[src/rtl/isqrt_seq_ctrl_if.sv]
// Handshake/result bundle between the lab front-end and the square-root controller.
// The front-end (master) issues start/x; the controller (slave) returns busy/done/root/rem.
interface isqrt_seq_ctrl_if #(
  parameter int WIDTH = 16
);
  localparam int N = WIDTH / 2;

  logic             start;
  logic [WIDTH-1:0] x;
  logic             busy;
  logic             done;
  logic [N-1:0]     root;
  logic [N:0]       rem;

  modport master (
    output start,
    output x,
    input  busy,
    input  done,
    input  root,
    input  rem
  );

  modport slave (
    input  start,
    input  x,
    output busy,
    output done,
    output root,
    output rem
  );
endinterface

[src/rtl/isqrt_seq_ctrl.sv]
// Sequential unsigned integer square root controller (restoring digit-by-digit).
// One radicand bit-pair is consumed per CALC cycle through a single shared
// N+3-bit trial subtractor; the result bit comes from its carry/overflow/sign flags.
module isqrt_seq_ctrl #(
  parameter int WIDTH = 16
) (
  input  logic                clk,
  input  logic                rst_n,
  isqrt_seq_ctrl_if.slave     bus
);

  localparam int N  = WIDTH / 2;
  localparam int CW = (N > 1) ? $clog2(N) : 1;

  typedef enum logic [1:0] {
    IDLE = 2'd0,
    CALC = 2'd1,
    DONE = 2'd2
  } state_t;

  state_t         state_r;
  logic [WIDTH-1:0] xs_r;
  logic [N-1:0]   pr_r;
  logic [N:0]     prem_r;
  logic [CW-1:0]  cnt_r;
  logic           busy_r;
  logic           done_r;
  logic [N-1:0]   root_r;
  logic [N:0]     rem_r;

  logic [N+2:0]   t_s;
  logic [N+2:0]   trial_s;
  logic [N+3:0]   sum_s;
  logic [N+2:0]   diff_s;
  logic           c_s;
  logic           sign_s;
  logic           ov_s;
  logic           ge_s;
  logic [N-1:0]   pr_nxt_s;
  logic [N:0]     prem_nxt_s;
  logic           unused_bits_s;

  // Trial subtract of {pr,01} from the current partial remainder plus next bit-pair.
  always_comb begin
    t_s     = {prem_r, xs_r[WIDTH-1 -: 2]};
    trial_s = {1'b0, pr_r, 2'b01};
    sum_s   = {1'b0, t_s} + {1'b0, ~trial_s} + {{(N+3){1'b0}}, 1'b1};
    c_s     = sum_s[N+3];
    diff_s  = sum_s[N+2:0];
    sign_s  = diff_s[N+2];
    // Subtraction overflows when operand signs differ and the result sign leaves the minuend's.
    ov_s    = (t_s[N+2] ^ trial_s[N+2]) & (diff_s[N+2] ^ t_s[N+2]);
    if (ov_s) begin
      ge_s = ~sign_s;
    end else begin
      ge_s = c_s;
    end
    if (ge_s) begin
      prem_nxt_s = diff_s[N:0];
      pr_nxt_s   = {pr_r[N-2:0], 1'b1};
    end else begin
      prem_nxt_s = t_s[N:0];
      pr_nxt_s   = {pr_r[N-2:0], 1'b0};
    end
  end

  // The dropped upper bits are provably zero whenever they would be kept.
  assign unused_bits_s = ^{diff_s[N+1], t_s[N+1]};

  // Control FSM with registered outputs; accepts in IDLE or DONE, iterates N times in CALC.
  always_ff @(posedge clk or negedge rst_n) begin
    if (!rst_n) begin
      state_r <= IDLE;
      xs_r    <= {WIDTH{1'b0}};
      pr_r    <= {N{1'b0}};
      prem_r  <= {(N+1){1'b0}};
      cnt_r   <= {CW{1'b0}};
      busy_r  <= 1'b0;
      done_r  <= 1'b0;
      root_r  <= {N{1'b0}};
      rem_r   <= {(N+1){1'b0}};
    end else begin
      case (state_r)
        IDLE, DONE: begin
          done_r <= 1'b0;
          if (bus.start) begin
            xs_r    <= bus.x;
            pr_r    <= {N{1'b0}};
            prem_r  <= {(N+1){1'b0}};
            cnt_r   <= {CW{1'b0}};
            busy_r  <= 1'b1;
            state_r <= CALC;
          end else begin
            busy_r  <= 1'b0;
            state_r <= IDLE;
          end
        end
        CALC: begin
          pr_r   <= pr_nxt_s;
          prem_r <= prem_nxt_s;
          xs_r   <= {xs_r[WIDTH-3:0], 2'b00};
          if (cnt_r == CW'(N - 1)) begin
            // Final iteration: publish the result and return the counter to zero.
            cnt_r   <= {CW{1'b0}};
            root_r  <= pr_nxt_s;
            rem_r   <= prem_nxt_s;
            busy_r  <= 1'b0;
            done_r  <= 1'b1;
            state_r <= DONE;
          end else begin
            cnt_r   <= cnt_r + CW'(1);
            busy_r  <= 1'b1;
            done_r  <= 1'b0;
            state_r <= CALC;
          end
        end
        default: begin
          busy_r  <= 1'b0;
          done_r  <= 1'b0;
          state_r <= IDLE;
        end
      endcase
    end
  end

  assign bus.busy = busy_r;
  assign bus.done = done_r;
  assign bus.root = root_r;
  assign bus.rem  = rem_r;

endmodule
[src/flat_wrapper.sv]
// flat-port wrapper written by rule: the top's interface ports become plain ports
module isqrt_seq_ctrl_flat 
#(
  parameter int WIDTH = 16
)
  (clk, rst_n, bus_start, bus_x, bus_busy, bus_done, bus_root, bus_rem);
  isqrt_seq_ctrl_if #(.WIDTH(WIDTH)) bus_i ();
  input  logic clk;
  input  logic rst_n;
  input wire logic [$bits(bus_i.start)-1:0] bus_start;
  input wire logic [$bits(bus_i.x)-1:0] bus_x;
  output wire logic [$bits(bus_i.busy)-1:0] bus_busy;
  output wire logic [$bits(bus_i.done)-1:0] bus_done;
  output wire logic [$bits(bus_i.root)-1:0] bus_root;
  output wire logic [$bits(bus_i.rem)-1:0] bus_rem;
  assign bus_i.start = bus_start;
  assign bus_i.x = bus_x;
  assign bus_busy = bus_i.busy;
  assign bus_done = bus_i.done;
  assign bus_root = bus_i.root;
  assign bus_rem = bus_i.rem;
  isqrt_seq_ctrl #(.WIDTH(WIDTH)) u_core (.clk(clk), .rst_n(rst_n), .bus(bus_i));
endmodule
[config.mk]
export PLATFORM = sky130hd
export DESIGN_NAME = isqrt_seq_ctrl_flat
export DESIGN_NICKNAME = d
export VERILOG_FILES = /design/src/rtl/isqrt_seq_ctrl_if.sv /design/src/rtl/isqrt_seq_ctrl.sv /design/src/flat_wrapper.sv
export SDC_FILE = /design/constraint.sdc
export NUM_CORES = 1
export LEC_CHECK = 0
export ABC_AREA = 1
export CAP_MARGIN = 40
export CORE_MARGIN = 1
export CORE_UTILIZATION = 55
export CTS_BUF_LIST = sky130_fd_sc_hd__clkbuf_4
export DETAILED_ROUTE_END_ITERATION = 10
export HOLD_SLACK_MARGIN = 0.08
export PLACE_DENSITY = 0.8
export SKIP_CTS_REPAIR_TIMING = 1
export SYNTH_ARGS = -nofsm -noshare
export SYNTH_HDL_FRONTEND = slang
export SYNTH_SLANG_ARGS = --single-unit
export TNS_END_PERCENT = 5
[constraint.sdc]
create_clock -name clk -period 5.4 [get_ports clk]
set_input_delay 1.08 -clock clk [delete_from_list [all_inputs] [get_ports clk]]
set_output_delay 1.08 -clock clk [all_outputs]
set_load 0.05 [all_outputs]
# ---- After elaboration in Yosys (flattened, before gate mapping)
# Index checks and enable logic that the tools add are counted.
dict set report classes {
  addsub 3
  eq_ne 4
  muxes 20
  n_bitwise 4
  n_reduce_logical 5
}
# op n
set op_table {}
lappend op_table {{$pmux 16 s2} 1}
lappend op_table {{$mux 9} 2}
lappend op_table {{$pmux 9 s2} 1}
lappend op_table {{$mux 16} 1}
lappend op_table {{$pmux 8 s2} 1}
lappend op_table {{$add 11x11->12} 1}
lappend op_table {{$add 12x1->12 const B} 1}
lappend op_table {{$not 10->11} 1}
lappend op_table {{$mux 8} 1}
lappend op_table {{$mux 1} 7}
lappend op_table {{$mux 3} 2}
lappend op_table {{$pmux 3 s2} 1}
lappend op_table {{$pmux 2 s2} 1}
lappend op_table {{$reduce_and 2->1} 2}
lappend op_table {{$add 3x1->3 const B} 1}
lappend op_table {{$eq 3x3->1 const B} 1}
lappend op_table {{$eq 2x1->1 const B} 1}
lappend op_table {{$eq 2x2->1 const B} 1}
lappend op_table {{$logic_not 2->1} 1}
lappend op_table {{$mux 2} 1}
lappend op_table {{$ne 2x2->1 const B} 1}
lappend op_table {{$pmux 1 s2} 1}
lappend op_table {{$reduce_bool 2->1} 1}
lappend op_table {{$reduce_or 2->1} 1}
lappend op_table {{other kinds (3)} 3}
dict set report totals {
  regBits 57
  in_bits 19
  out_inout_bits 19
}

# ---- Depth between registers and ports, before layout
# Gate-level depths: netlist (run 1).
dict set report logic_depth {
  ltp_word 8
  mapped_depth 19
}

# ---- Worst setup path after synthesis (run 1)
# No wires, ideal clock.
dict set report synth_path {
  path_type {flip-flop to flip-flop}
  startpoint {register u_core.prem_r[0]}
  endpoint {register u_core.rem_r[2], in the netlist u_core.bus.rem[2]}
  arrival_ps 2075
  setup_slack_ps 3207
  path_stages_with_launch 17
  path_buffers 1
  period_less_slack_ps 2193
  path_cell_list {dfrtp_1 > ha_1 > nand3_1 > nand2_1 > nand2_1 > nand2_1 > nand2_1 > nand2_1 > a21oi_1 > ha_1 > nor3_4 > nand2_4 > nand2_4 > buf_6 > nand2_1 > nand3_1 > nand2_1}
}
dict set report synth_between {
  elab_chain_len 6
  word_cells_on_any_way 7
  cone_classes {add/sub: 2; mux: 2; bitwise: 3}
}
# item line_no
set synth_lines {}
lappend synth_lines {{start: declaration} isqrt_seq_ctrl.sv:24} ;# logic [N:0] prem_r;
lappend synth_lines {{start signal: assignment} isqrt_seq_ctrl.sv:76} ;# prem_r <= {(N+1){1'b0}};
lappend synth_lines {{start signal: assignment} isqrt_seq_ctrl.sv:89} ;# prem_r <= {(N+1){1'b0}};
lappend synth_lines {{start signal: assignment} isqrt_seq_ctrl.sv:100} ;# prem_r <= prem_nxt_s;
lappend synth_lines {{$add 11x11->12} isqrt_seq_ctrl.sv:47} ;# sum_s = {1'b0, t_s} + {1'b0, ~trial_s} + {{(N+3){1'b0}}, 1'b1};
lappend synth_lines {{$add 12x1->12} isqrt_seq_ctrl.sv:47}
lappend synth_lines {{$xor 1x1->1} isqrt_seq_ctrl.sv:52} ;# ov_s = (t_s[N+2] ^ trial_s[N+2]) & (diff_s[N+2] ^ t_s[N+2]);
lappend synth_lines {{$and 1x1->1} isqrt_seq_ctrl.sv:52}
lappend synth_lines {{$mux 1} isqrt_seq_ctrl.sv:53} ;# if (ov_s) begin
lappend synth_lines {{$mux 9 (*)} isqrt_seq_ctrl.sv:58} ;# if (ge_s) begin
lappend synth_lines {{end signal: assignment} isqrt_seq_ctrl.sv:81} ;# rem_r <= {(N+1){1'b0}};
lappend synth_lines {{end signal: assignment} isqrt_seq_ctrl.sv:106} ;# rem_r <= prem_nxt_s;
lappend synth_lines {{end: declaration} isqrt_seq_ctrl.sv:29} ;# logic [N:0] rem_r;
# Every way passes the cells marked *; elsewhere a longest branch is shown, timed or not.
# A chain may end at the register's enable or synchronous reset.

# ---- Final worst setup path (run 1)
dict set report layout_path {
  startpoint {input port bus_start}
  endpoint {register u_core.cnt_r[1]}
}
dict set report layout_between {
  elab_chain_len 2
}
# item line_no
set layout_lines {}
lappend layout_lines {{start: declaration} flat_wrapper.sv:10} ;# input wire logic [$bits(bus_i.start)-1:0] bus_start;
lappend layout_lines {{$ne 2x2->1 (no line)} -}
lappend layout_lines {{$reduce_and 2->1 (no line)} -}
lappend layout_lines {{end signal: assignment} isqrt_seq_ctrl.sv:77} ;# cnt_r <= {CW{1'b0}};
lappend layout_lines {{end signal: assignment} isqrt_seq_ctrl.sv:90} ;# cnt_r <= {CW{1'b0}};
lappend layout_lines {{end signal: assignment} isqrt_seq_ctrl.sv:104} ;# cnt_r <= {CW{1'b0}};
lappend layout_lines {{end: declaration} isqrt_seq_ctrl.sv:25} ;# logic [CW-1:0] cnt_r;
# No other way between the ends.

==> load_flow_metrics.sql, run 1 <==
INSERT INTO impl_metrics (metric_group, metric, value, unit) VALUES
('yosys', 'yosysUniqueCellTypes', '22', ''),
('worst_setup_path', 'r2r_setup_slack', '2470', 'ps'),
('worst_setup_path', 'worst_path_largest_cell_delay', '690', 'ps'),
('worst_setup_path', 'cp-start-kind', 'input pin', ''),
('place', 'hpwlAfterDp', '3860', 'um'),
('die', 'core_area', '0.00475', 'mm2'),
('clock_network', 'cts_buffers', '5', ''),
('clock_network', 'cts_tree', 'done', ''),
('finish', 'stdcell_count', '434', ''),
('timing', 'final_min_period_over_clock_period', '55.9', '%'),
('yosys', 'synth-async-reset-ratio', '100', '%'),
('job', 'max-cap-violations', '0', ''),
('finish', 'area_overhead_of_the_layout_relative_to_synthesis', '16.1', '%'),
('timing', 'maxSlewViolCount', '0', ''),
('clock_network', 'cts_max_path_buffers', '2', ''),
('timing', 'whs', '496', 'ps'),
('yosys', 'synth_flop_cell', 'sky130_fd_sc_hd__dfrtp_1', ''),
('route', 'average_wire_per_standard_cell', '12.4', 'um'),
('grt', 'grt_pass1_wl', '9380', 'um'),
('route', 'ant_nets', '0', ''),
('worst_setup_path', 'crit_arrival', '3280', 'ps'),
('worst_setup_path', 'timing_worst_setup_path_type', 'input pin to flop', ''),
('yosys', 'post_syn_area', '0.00274', 'mm2'),
('die', 'placementRows', '25', ''),
('yosys', 'synth.ff_latch_count', '55', ''),
('worst_setup_path', 'cp_data_required_time', '5670', 'ps'),
('finish', 'nFillCells', '422', ''),
('yosys', 'synth-warning-count', '0', ''),
('route', 'drt-initial-drc-count', '134', ''),
('finish', 'final_layout_size_suffix_gt1_share', '5.45', '%'),
('route', 'drc_violation_count_after_routing', '0', ''),
('route', 'wl', '5380', 'um'),
('die', 'die_width', '72.6', 'um'),
('worst_setup_path', 'critPathSlowestCell', 'sky130_fd_sc_hd__nand2_1', ''),
('route', 'drt_pass1_iterations', '4', ''),
('die', 'die_h', '72.6', 'um'),
('route', 'vias', '2221', ''),
('timing', 'setup_violations', '0', ''),
('hold_path', 'worstHoldPathType', 'flop to flop', ''),
('timing', 'timing_worst_slew_pin_value', '714', 'ps'),
('yosys', 'share_of_synthesized_area_occupied_by_flip_flops_and_latches', '50.3', '%'),
('place', 'place_worst_setup_slack', '2010', 'ps'),
('clock_network', 'worst_skew_pair.late_latency', '370', 'ps'),
('yosys', 'netlist_instances', '332', ''),
('clock_network', 'worst_setup_hold_path_clk_slew', '160', 'ps'),
('yosys', 'synthesis.area_per_instance', '8.25', 'um2'),
('grt', 'largest_net_degree_at_the_start_of_global_routing', '56', ''),
('worst_setup_path', 'crit_buf_inv', '2', ''),
('worst_setup_path', 'capturing_element_type_of_the_critical_path', 'flop', ''),
('timing', 'timing.max_slew.rel_slack', '52.3', '%'),
('worst_setup_path', 'cpLargestDelayFamily', 'simple AND/OR/NAND/NOR gates', ''),
('place', 'routabilityCongestion', '0.846', ''),
('die', 'ios', '38', ''),
('yosys', 'synth_edf_count', '0', ''),
('clock_network', 'clockRootBuffer', 'sky130_fd_sc_hd__clkbuf_4', ''),
('timing', 'timing.final.crit_period', '3020', 'ps'),
('clock_network', 'h-tree-depth', '2', ''),
('timing', 'post_route_worst_setup_slack', '2380', 'ps'),
('grt', 'first_global_vias', '2069', ''),
('route', 'vias_per_cell', '5.12', ''),
('timing', 'final-hold-violation-count', '0', ''),
('die', 'die_area', '0.00527', 'mm2'),
('place', 'placed_cells', '426', ''),
('outcome', 'result_of_the_run', 'complete, no violations', ''),
('yosys', 'mappedNetlistNets', '363', ''),
('grt', 'grt_util_overall', '23.2', '%'),
('grt', 'final_global_route_overflow_total', '0', ''),
('finish', 'antenna_cells_inserted', '0', ''),
('timing', 'setup-tns-final', '0', 'ps'),
('finish', 'nNetsFinal', '397', ''),
('timing', 'rsz0062_at_grt', 'no', ''),
('timing', 'fmaxAchievable', '332', 'MHz'),
('timing', 'finalClockSkew', '17.8', 'ps'),
('grt', 'grt_antenna_before_repair', '0', ''),
('worst_setup_path', 'crit_path_cell_trace', 'clkdlybuf4s50_1 > nand2_1 > nand2_1 > inv_1 > a32o_1', ''),
('clock_network', 'cts_sinks', '55', ''),
('die', 'initial_util', '57.6', '%'),
('worst_setup_path', 'critical-path-top-cell-by-count', 'sky130_fd_sc_hd__nand2_1', ''),
('place', 'io_buffers', '37', ''),
('worst_setup_path', 'timing.critical_path.fanout_max', '23', '');
## per-layer routing
metal	global-route usage, %	share of wire [%]	vias up
met1	31.2	48	1040
met2	38.7	48	38
met3	3.75	2.7	5
li1	-	-	1138
met5	0	0	-
met4	6.97	1.3	0
## final timing paths
path	endpoint	cells after the start	startpoint
hold / removal	u_core.bus.rem[8]	2	u_core.bus.rem[8]
setup reg to reg	u_core.bus.root[5]	7	u_core.state_r[0]
hold reg to reg	u_core.bus.rem[8]	2	u_core.bus.rem[8]
max in group asynchronous	u_core.prem_r[0]	2	rst_n
setup / recovery	u_core.cnt_r[1]	5	bus_start
min in group asynchronous	u_core.prem_r[8]	2	rst_n
## kinds of logic (layout without fill, tap and decap cells)
kind of cell             after synthesis  after routing  synth area share [%]
AO/OA/AOI/OAI                         40             40                  8.91
XOR/XNOR                               3              3                 0.960
adder cells (fa/ha/maj)               12             12                  5.48
buffers and inverters                 48             83                  7.58
flip-flops                            55             55                  50.3
AND/OR/NAND/NOR                      174            174                  26.8
## per-stage QoR
stage               utilization, %  instance area, um2
floorplan                        -                2740
global placement              65.8                3130
detailed placement            65.8                3130
CTS                           66.9                3180
global route                  66.9                3180
finish                        66.9                3180
## layout make-up
class,count,area (um2),area share (%)
Clock inverter,2,7.51,0.236
Clock buffer,6,45.0,1.42
Tap cell,67,83.8,2.64
Inverter,37,139,4.37
Timing Repair Buffer,38,373,11.7
Sequential cell,55,1380,43.3
Multi-Input combinational cell,229,1150,36.3
## layout by cell type, fill, tap and decap left out, types with 2 or more instances in the layout
cell type and instances:
sky130_fd_sc_hd__nand2_1 104, sky130_fd_sc_hd__dfrtp_1 55, sky130_fd_sc_hd__inv_1 36, sky130_fd_sc_hd__clkdlybuf4s50_1 36, sky130_fd_sc_hd__nor2_1 33, sky130_fd_sc_hd__nand3_1 25
sky130_fd_sc_hd__o22ai_1 22, sky130_fd_sc_hd__ha_1 12, sky130_fd_sc_hd__nand2_2 7, sky130_fd_sc_hd__o21ai_0 7, sky130_fd_sc_hd__clkbuf_4 6, sky130_fd_sc_hd__a21oi_1 5
sky130_fd_sc_hd__a22o_1 3, sky130_fd_sc_hd__xor2_1 3, sky130_fd_sc_hd__nand2_4 2, sky130_fd_sc_hd__o21ai_1 2, sky130_fd_sc_hd__clkinv_1 2
## sequential cells by signal, summed over array words and instances, names as in the netlist
register	flops
u_core.cnt_r	3
u_core.bus.rem	9
u_core.prem_r	9
u_core.xs_r	16
u_core.bus.done	1
u_core.state_r	1
u_core.pr_r	8
u_core.bus.root	8
## tightest hold or removal path, stage by stage, from the launching register on
cell                      delay [ps]
sky130_fd_sc_hd__dfrtp_1         370
sky130_fd_sc_hd__nand2_1          50
sky130_fd_sc_hd__nand2_1          50
## synth_stat cells, types with 2 or more instances
library cell                 n  area [um2]
sky130_fd_sc_hd__xor2_1      3        26.3
sky130_fd_sc_hd__buf_6       3        33.8
sky130_fd_sc_hd__nand3_1    25         125
sky130_fd_sc_hd__nand2_4     2        22.5
sky130_fd_sc_hd__dfrtp_1    55        1380
sky130_fd_sc_hd__a22o_1      3        26.3
sky130_fd_sc_hd__o21ai_1     2        10.0
sky130_fd_sc_hd__o22ai_1    22         138
sky130_fd_sc_hd__nand2_2     7        43.8
sky130_fd_sc_hd__ha_1       12         150
sky130_fd_sc_hd__inv_1      36         135
sky130_fd_sc_hd__o21ai_0     7        35.0
sky130_fd_sc_hd__buf_2       4        20.0
sky130_fd_sc_hd__nor2_1     33         124
sky130_fd_sc_hd__clkbuf_1    4        15.0
sky130_fd_sc_hd__a21oi_1     5        25.0
sky130_fd_sc_hd__nand2_1   104         390
Power of run 1 is left out: the tool's default activity adds up to more than one toggle a clock period on the data nets, which glitch-free logic cannot reach.
==> run 2: changes to the inputs <==
clock period = 3 ns   (was 5.4 ns; I/O delays follow)
==> load_flow_metrics.sql, run 2 (synthesized netlist as in run 1, its figures left out) <==
INSERT INTO impl_metrics (metric_group, metric, value, unit) VALUES
('route', 'drc_violation_count_after_routing', '0', ''),
('worst_setup_path', 'worst_path_largest_cell_delay', '450', 'ps'),
('finish', 'commonest_non_fill_non_tap_cells_in_the_layout', 'sky130_fd_sc_hd__nand2_1, sky130_fd_sc_hd__dfrtp_1, sky130_fd_sc_hd__inv_1, sky130_fd_sc_hd__clkdlybuf4s50_1, sky130_fd_sc_hd__nor2_1', ''),
('grt', 'grt_met1_use', '29.7', '%'),
('timing', 'final-hold-violation-count', '0', ''),
('worst_setup_path', 'crit_arrival', '2740', 'ps'),
('hold_path', 'worstHoldPathType', 'input pin to async pin', ''),
('route', 'drt_pass1_iterations', '4', ''),
('grt', 'gr-max-usage-layer', 'met2', ''),
('clock_network', 'worst_skew_pair.late_latency', '370', 'ps'),
('timing', 'final_min_period_over_clock_period', '81.8', '%'),
('finish', 'area_overhead_of_the_layout_relative_to_synthesis', '19.1', '%'),
('grt', 'grt_antenna_before_repair', '0', ''),
('timing', 'timing.final.crit_period', '2450', 'ps'),
('timing', 'finalClockSkew', '10.3', 'ps'),
('place', 'io_buffers', '37', ''),
('route', 'vias', '2215', ''),
('place', 'place_worst_setup_slack', '601', 'ps'),
('grt', 'grt_util_overall', '23.9', '%'),
('worst_setup_path', 'cp-start-kind', 'flop', ''),
('die', 'core_area', '0.00475', 'mm2'),
('finish', 'layout.cells.most_common', 'sky130_fd_sc_hd__nand2_1', ''),
('clock_network', 'worst_setup_hold_path_clk_slew', '150', 'ps'),
('job', 'max-cap-violations', '0', ''),
('timing', 'fmaxAchievable', '407', 'MHz'),
('finish', 'nNetsFinal', '401', ''),
('route', 'average_wire_per_standard_cell', '12.7', 'um'),
('die', 'initial_util', '57.6', '%'),
('die', 'die_h', '72.6', 'um'),
('route', 'ant_nets', '0', ''),
('die', 'die_area', '0.00527', 'mm2'),
('timing', 'timing.max_slew.rel_slack', '53.4', '%'),
('die', 'ios', '38', ''),
('worst_setup_path', 'capturing_element_type_of_the_critical_path', 'flop', ''),
('grt', 'grt.met3_usage', '3.75', '%'),
('finish', 'final_layout_size_suffix_gt1_share', '7.01', '%'),
('route', 'drt-initial-drc-count', '118', ''),
('worst_setup_path', 'cp_data_required_time', '3280', 'ps'),
('worst_setup_path', 'critPathSlowestCell', 'sky130_fd_sc_hd__dfrtp_1', ''),
('route', 'wl', '5570', 'um'),
('clock_network', 'cts_tree', 'done', ''),
('worst_setup_path', 'crit_path_cell_trace', 'ha_1 > a21oi_1 > nand2_1 > nand2_1 > nand2_1 > nand2_1 > nand2_1 > a21oi_1 > ha_1 > nand2_2 > nand2_4 > nand2_1 > nand3_1 > nand2_1', ''),
('place', 'routabilityCongestion', '0.892', ''),
('clock_network', 'cts_sinks', '55', ''),
('finish', 'seq_area', '0.00138', 'mm2'),
('grt', 'largest_net_degree_at_the_start_of_global_routing', '56', ''),
('finish', 'nFillCells', '390', ''),
('finish', 'multi_input_area', '0.00115', 'mm2'),
('timing', 'post_route_worst_setup_slack', '545', 'ps'),
('timing', 'setup-tns-final', '0', 'ps'),
('timing', 'timing_worst_slew_pin_value', '699', 'ps'),
('timing', 'setup_violations', '0', ''),
('finish', 'max_flop_register', 'u_core.xs_r', ''),
('clock_network', 'h-tree-depth', '2', ''),
('grt', 'grtUsageMet2', '42.5', '%'),
('route', 'vias_per_cell', '5.06', ''),
('worst_setup_path', 'timing.critical_path.fanout_max', '11', ''),
('clock_network', 'clockRootBuffer', 'sky130_fd_sc_hd__clkbuf_4', ''),
('finish', 'antenna_cells_inserted', '0', ''),
('outcome', 'result_of_the_run', 'complete, no violations', ''),
('finish', 'flip_flop_count_of_the_largest_register_after_layout', '16', ''),
('grt', 'final_global_route_overflow_total', '0', ''),
('place', 'hpwlAfterDp', '3950', 'um'),
('die', 'die_width', '72.6', 'um'),
('grt', 'grt_pass1_wl', '9610', 'um'),
('worst_setup_path', 'timing_worst_setup_path_type', 'flop to flop', ''),
('worst_setup_path', 'critical-path-top-cell-by-count', 'sky130_fd_sc_hd__nand2_1', ''),
('timing', 'maxSlewViolCount', '0', ''),
('clock_network', 'cts_buffers', '5', ''),
('grt', 'first_global_vias', '2201', ''),
('clock_network', 'cts_max_path_buffers', '2', ''),
('die', 'placementRows', '25', ''),
('timing', 'rsz0062_at_grt', 'no', '');
## run 2: routing by layer
metal	vias to the layer above	share of wire, %	routed length, um
li1	1143	-	-
met1	1026	46	2550
met2	40	50	2810
met3	6	2.7	150
met4	0	1.1	64
met5	-	0	0
## run 2: worst paths after layout
| kind | from | endpoint | slack, ps | cells past startpoint |
|---|---|---|---|---|
| max in group asynchronous | rst_n | u_core.xs_r[11] | 2230 | 2 |
| hold reg to reg | u_core.bus.rem[2] | u_core.bus.rem[2] | 500 | 2 |
| min in group clk | u_core.bus.rem[2] | u_core.bus.rem[2] | 500 | 2 |
| setup / recovery | u_core.prem_r[1] | u_core.prem_r[0] | 550 | 14 |
| hold / removal | rst_n | u_core.pr_r[7] | 330 | 2 |
| setup reg to reg | u_core.prem_r[1] | u_core.prem_r[0] | 550 | 14 |
## run 2: area by class of cell
| class | count | share of cell area [%] |
|---|---|---|
| inverters | 37 | 4.26 |
| flip-flops and latches | 55 | 42.2 |
| well taps | 67 | 2.57 |
| repair buffers | 42 | 12.4 |
| clock buffers | 6 | 1.38 |
| multi-input cells | 229 | 35.4 |
| clock inverters | 2 | 1.84 |
## run 2: stage by stage
| stage | instances | cell area (um2) | hold slack, ps | utilization [%] |
|---|---|---|---|---|
| 2_1_floorplan | 332 | 2740 | 304 | - |
| 3_3_place_gp | 430 | 3160 | 462 | 66.4 |
| 3_5_place_dp | 430 | 3160 | 465 | 66.4 |
| 4_1_cts | 438 | 3260 | 348 | 68.6 |
| 5_1_grt | 438 | 3260 | 378 | 68.6 |
| 6_report | 438 | 3260 | 331 | 68.6 |
## run 2: worst max-delay path: cells and delay by family (launching register included)
family | cells | cell delay (ps)
fa+ha+maj | 2 | 600
simple gates | 10 | 970
flops | 1 | 450
compound gates | 2 | 310
Power of run 2 is left out for the same reason.
==> run 3: changes to the inputs <==
clock period = 2.5 ns   (was 3 ns; I/O delays follow)
==> load_flow_metrics.sql, run 3 (synthesized netlist as in run 1, its figures left out) <==
INSERT INTO impl_metrics (metric_group, metric, value, unit) VALUES
('finish', 'area_overhead_of_the_layout_relative_to_synthesis', '20.7', '%'),
('die', 'core_area', '0.00475', 'mm2'),
('finish', 'stdcell_count', '439', ''),
('place', 'placed_cells', '431', ''),
('timing', 'timing_worst_slew_pin_value', '731', 'ps'),
('clock_network', 'worst_setup_hold_path_clk_slew', '140', 'ps'),
('clock_network', 'cts_tree', 'done', ''),
('timing', 'setup_violations', '0', ''),
('die', 'initial_util', '57.6', '%'),
('finish', 'nFillCells', '424', ''),
('finish', 'antenna_cells_inserted', '0', ''),
('clock_network', 'worst_skew_pair.late_latency', '360', 'ps'),
('finish', 'commonest_non_fill_non_tap_cells_in_the_layout', 'sky130_fd_sc_hd__nand2_1, sky130_fd_sc_hd__dfrtp_1, sky130_fd_sc_hd__clkdlybuf4s50_1', ''),
('finish', 'max_flop_register', 'u_core.xs_r', ''),
('timing', 'fmaxAchievable', '425', 'MHz'),
('die', 'die_area', '0.00527', 'mm2'),
('timing', 'maxSlewViolCount', '0', ''),
('worst_setup_path', 'timing_worst_setup_path_type', 'flop to flop', ''),
('worst_setup_path', 'cp-start-kind', 'flop', ''),
('place', 'routabilityCongestion', '0.879', ''),
('outcome', 'result_of_the_run', 'complete, no violations', ''),
('finish', 'layout.cells.most_common', 'sky130_fd_sc_hd__nand2_1', ''),
('place', 'postPlaceCellArea', '0.00316', 'mm2'),
('die', 'placementRows', '25', ''),
('grt', 'grt_util_overall', '23.4', '%'),
('route', 'vias_per_cell', '5.17', ''),
('timing', 'final-hold-violation-count', '0', ''),
('finish', 'final_layout_size_suffix_gt1_share', '10.2', '%'),
('clock_network', 'cts_max_path_buffers', '2', ''),
('grt', 'grt_antenna_before_repair', '0', ''),
('grt', 'largest_net_degree_at_the_start_of_global_routing', '56', ''),
('job', 'max-cap-violations', '0', ''),
('route', 'average_wire_per_standard_cell', '12.7', 'um'),
('worst_setup_path', 'cp_data_required_time', '2770', 'ps'),
('place', 'hpwlAfterDp', '3900', 'um'),
('route', 'ant_nets', '0', ''),
('timing', 'timing.final.crit_period', '2350', 'ps'),
('clock_network', 'cts_sinks', '55', ''),
('place', 'io_buffers', '37', ''),
('timing', 'rsz0062_at_grt', 'yes', ''),
('finish', 'nNetsFinal', '402', ''),
('finish', 'flip_flop_count_of_the_largest_register_after_layout', '16', ''),
('die', 'die_width', '72.6', 'um'),
('timing', 'timing.max_slew.rel_slack', '51.1', '%'),
('finish', 'finalInstanceArea', '0.00331', 'mm2'),
('worst_setup_path', 'capturing_element_type_of_the_critical_path', 'flop', ''),
('route', 'drt-initial-drc-count', '114', ''),
('hold_path', 'worstHoldPathType', 'input pin to async pin', ''),
('die', 'die_h', '72.6', 'um'),
('worst_setup_path', 'cpLargestDelayFamily', 'simple AND/OR/NAND/NOR gates', ''),
('route', 'vias', '2269', ''),
('route', 'drt_pass1_iterations', '7', ''),
('worst_setup_path', 'crit_arrival', '2630', 'ps'),
('worst_setup_path', 'crit_path_cell_trace', 'ha_1 > nand2_1 > inv_1 > a21oi_1 > nand2_1 > nand2_1 > nand2_1 > a21oi_1 > ha_2 > nor3_4 > nand2_4 > nand2_8 > nand2_2 > nand2_1 > nand2_1 > nand2_1', ''),
('worst_setup_path', 'crit_buf_inv', '1', ''),
('grt', 'grt_pass1_wl', '9510', 'um'),
('worst_setup_path', 'worst_path_largest_cell_delay', '440', 'ps'),
('timing', 'setup-tns-final', '0', 'ps'),
('route', 'wl', '5580', 'um'),
('clock_network', 'clockRootBuffer', 'sky130_fd_sc_hd__clkbuf_4', ''),
('worst_setup_path', 'critical-path-top-cell-by-count', 'sky130_fd_sc_hd__nand2_1', ''),
('worst_setup_path', 'critPathSlowestCell', 'sky130_fd_sc_hd__dfrtp_1', ''),
('timing', 'finalClockSkew', '5.57', 'ps'),
('die', 'ios', '38', ''),
('grt', 'final_global_route_overflow_total', '0', ''),
('route', 'drc_violation_count_after_routing', '0', ''),
('clock_network', 'cts_buffers', '5', ''),
('clock_network', 'h-tree-depth', '2', ''),
('grt', 'first_global_vias', '2230', ''),
('timing', 'final_min_period_over_clock_period', '94.1', '%'),
('worst_setup_path', 'timing.critical_path.fanout_max', '11', '');
[run 3: worst paths after layout]
path / startpoint / endpoint / slack, ps / depth (start not counted)
min in group clk: u_core.bus.rem[0] / u_core.bus.rem[0] / 500 / 2
worst min register to register: u_core.bus.rem[0] / u_core.bus.rem[0] / 500 / 2
max in group asynchronous: rst_n / u_core.prem_r[1] / 1800 / 2
worst min-delay path: rst_n / u_core.bus.root[7] / 240 / 2
worst max register to register: u_core.prem_r[5] / u_core.bus.rem[4] / 150 / 16
worst max-delay path: u_core.prem_r[5] / u_core.bus.rem[4] / 150 / 16
[run 3: worst register-to-register path: stages (launching register included)]
cell and delay, ps:
sky130_fd_sc_hd__dfrtp_1 440, sky130_fd_sc_hd__ha_1 340, sky130_fd_sc_hd__nand2_1 100, sky130_fd_sc_hd__inv_1 50, sky130_fd_sc_hd__a21oi_1 170, sky130_fd_sc_hd__nand2_1 70, sky130_fd_sc_hd__nand2_1 70, sky130_fd_sc_hd__nand2_1 60
sky130_fd_sc_hd__a21oi_1 150, sky130_fd_sc_hd__ha_2 250, sky130_fd_sc_hd__nor3_4 60, sky130_fd_sc_hd__nand2_4 140, sky130_fd_sc_hd__nand2_8 100, sky130_fd_sc_hd__nand2_2 60, sky130_fd_sc_hd__nand2_1 70, sky130_fd_sc_hd__nand2_1 60
sky130_fd_sc_hd__nand2_1 60
[run 3: per-stage QoR]
stage | hold WS [ps] | util (%) | setup WS (ps)
final | 237 | 69.6 | 147
after detailed placement | 465 | 66.6 | 138
after global placement | 463 | 66.6 | 198
after global routing | 290 | 69.6 | -28.6
after CTS | 258 | 67.8 | 94.0
after floorplan | 204 | - | 307
[run 3: area by class of cell]
cell class,instances,area [um2],share of cell area (%)
clock buffers,7,52.6,1.59
well taps,67,83.8,2.53
clock inverters,1,5.00,0.151
multi-input cells,229,1240,37.4
inverters,37,139,4.20
repair buffers,43,410,12.4
flip-flops and latches,55,1380,41.7
[run 3: layer usage]
layer	up-vias	share of wire, %	global-route usage [%]	wire length (um)
met5	-	0	0	0
met4	0	2.5	8.71	141
met3	11	3.4	5.00	191
met2	53	49	39.7	2750
met1	1059	45	29.4	2500
li1	1146	-	-	-
Power of run 3 is left out for the same reason.
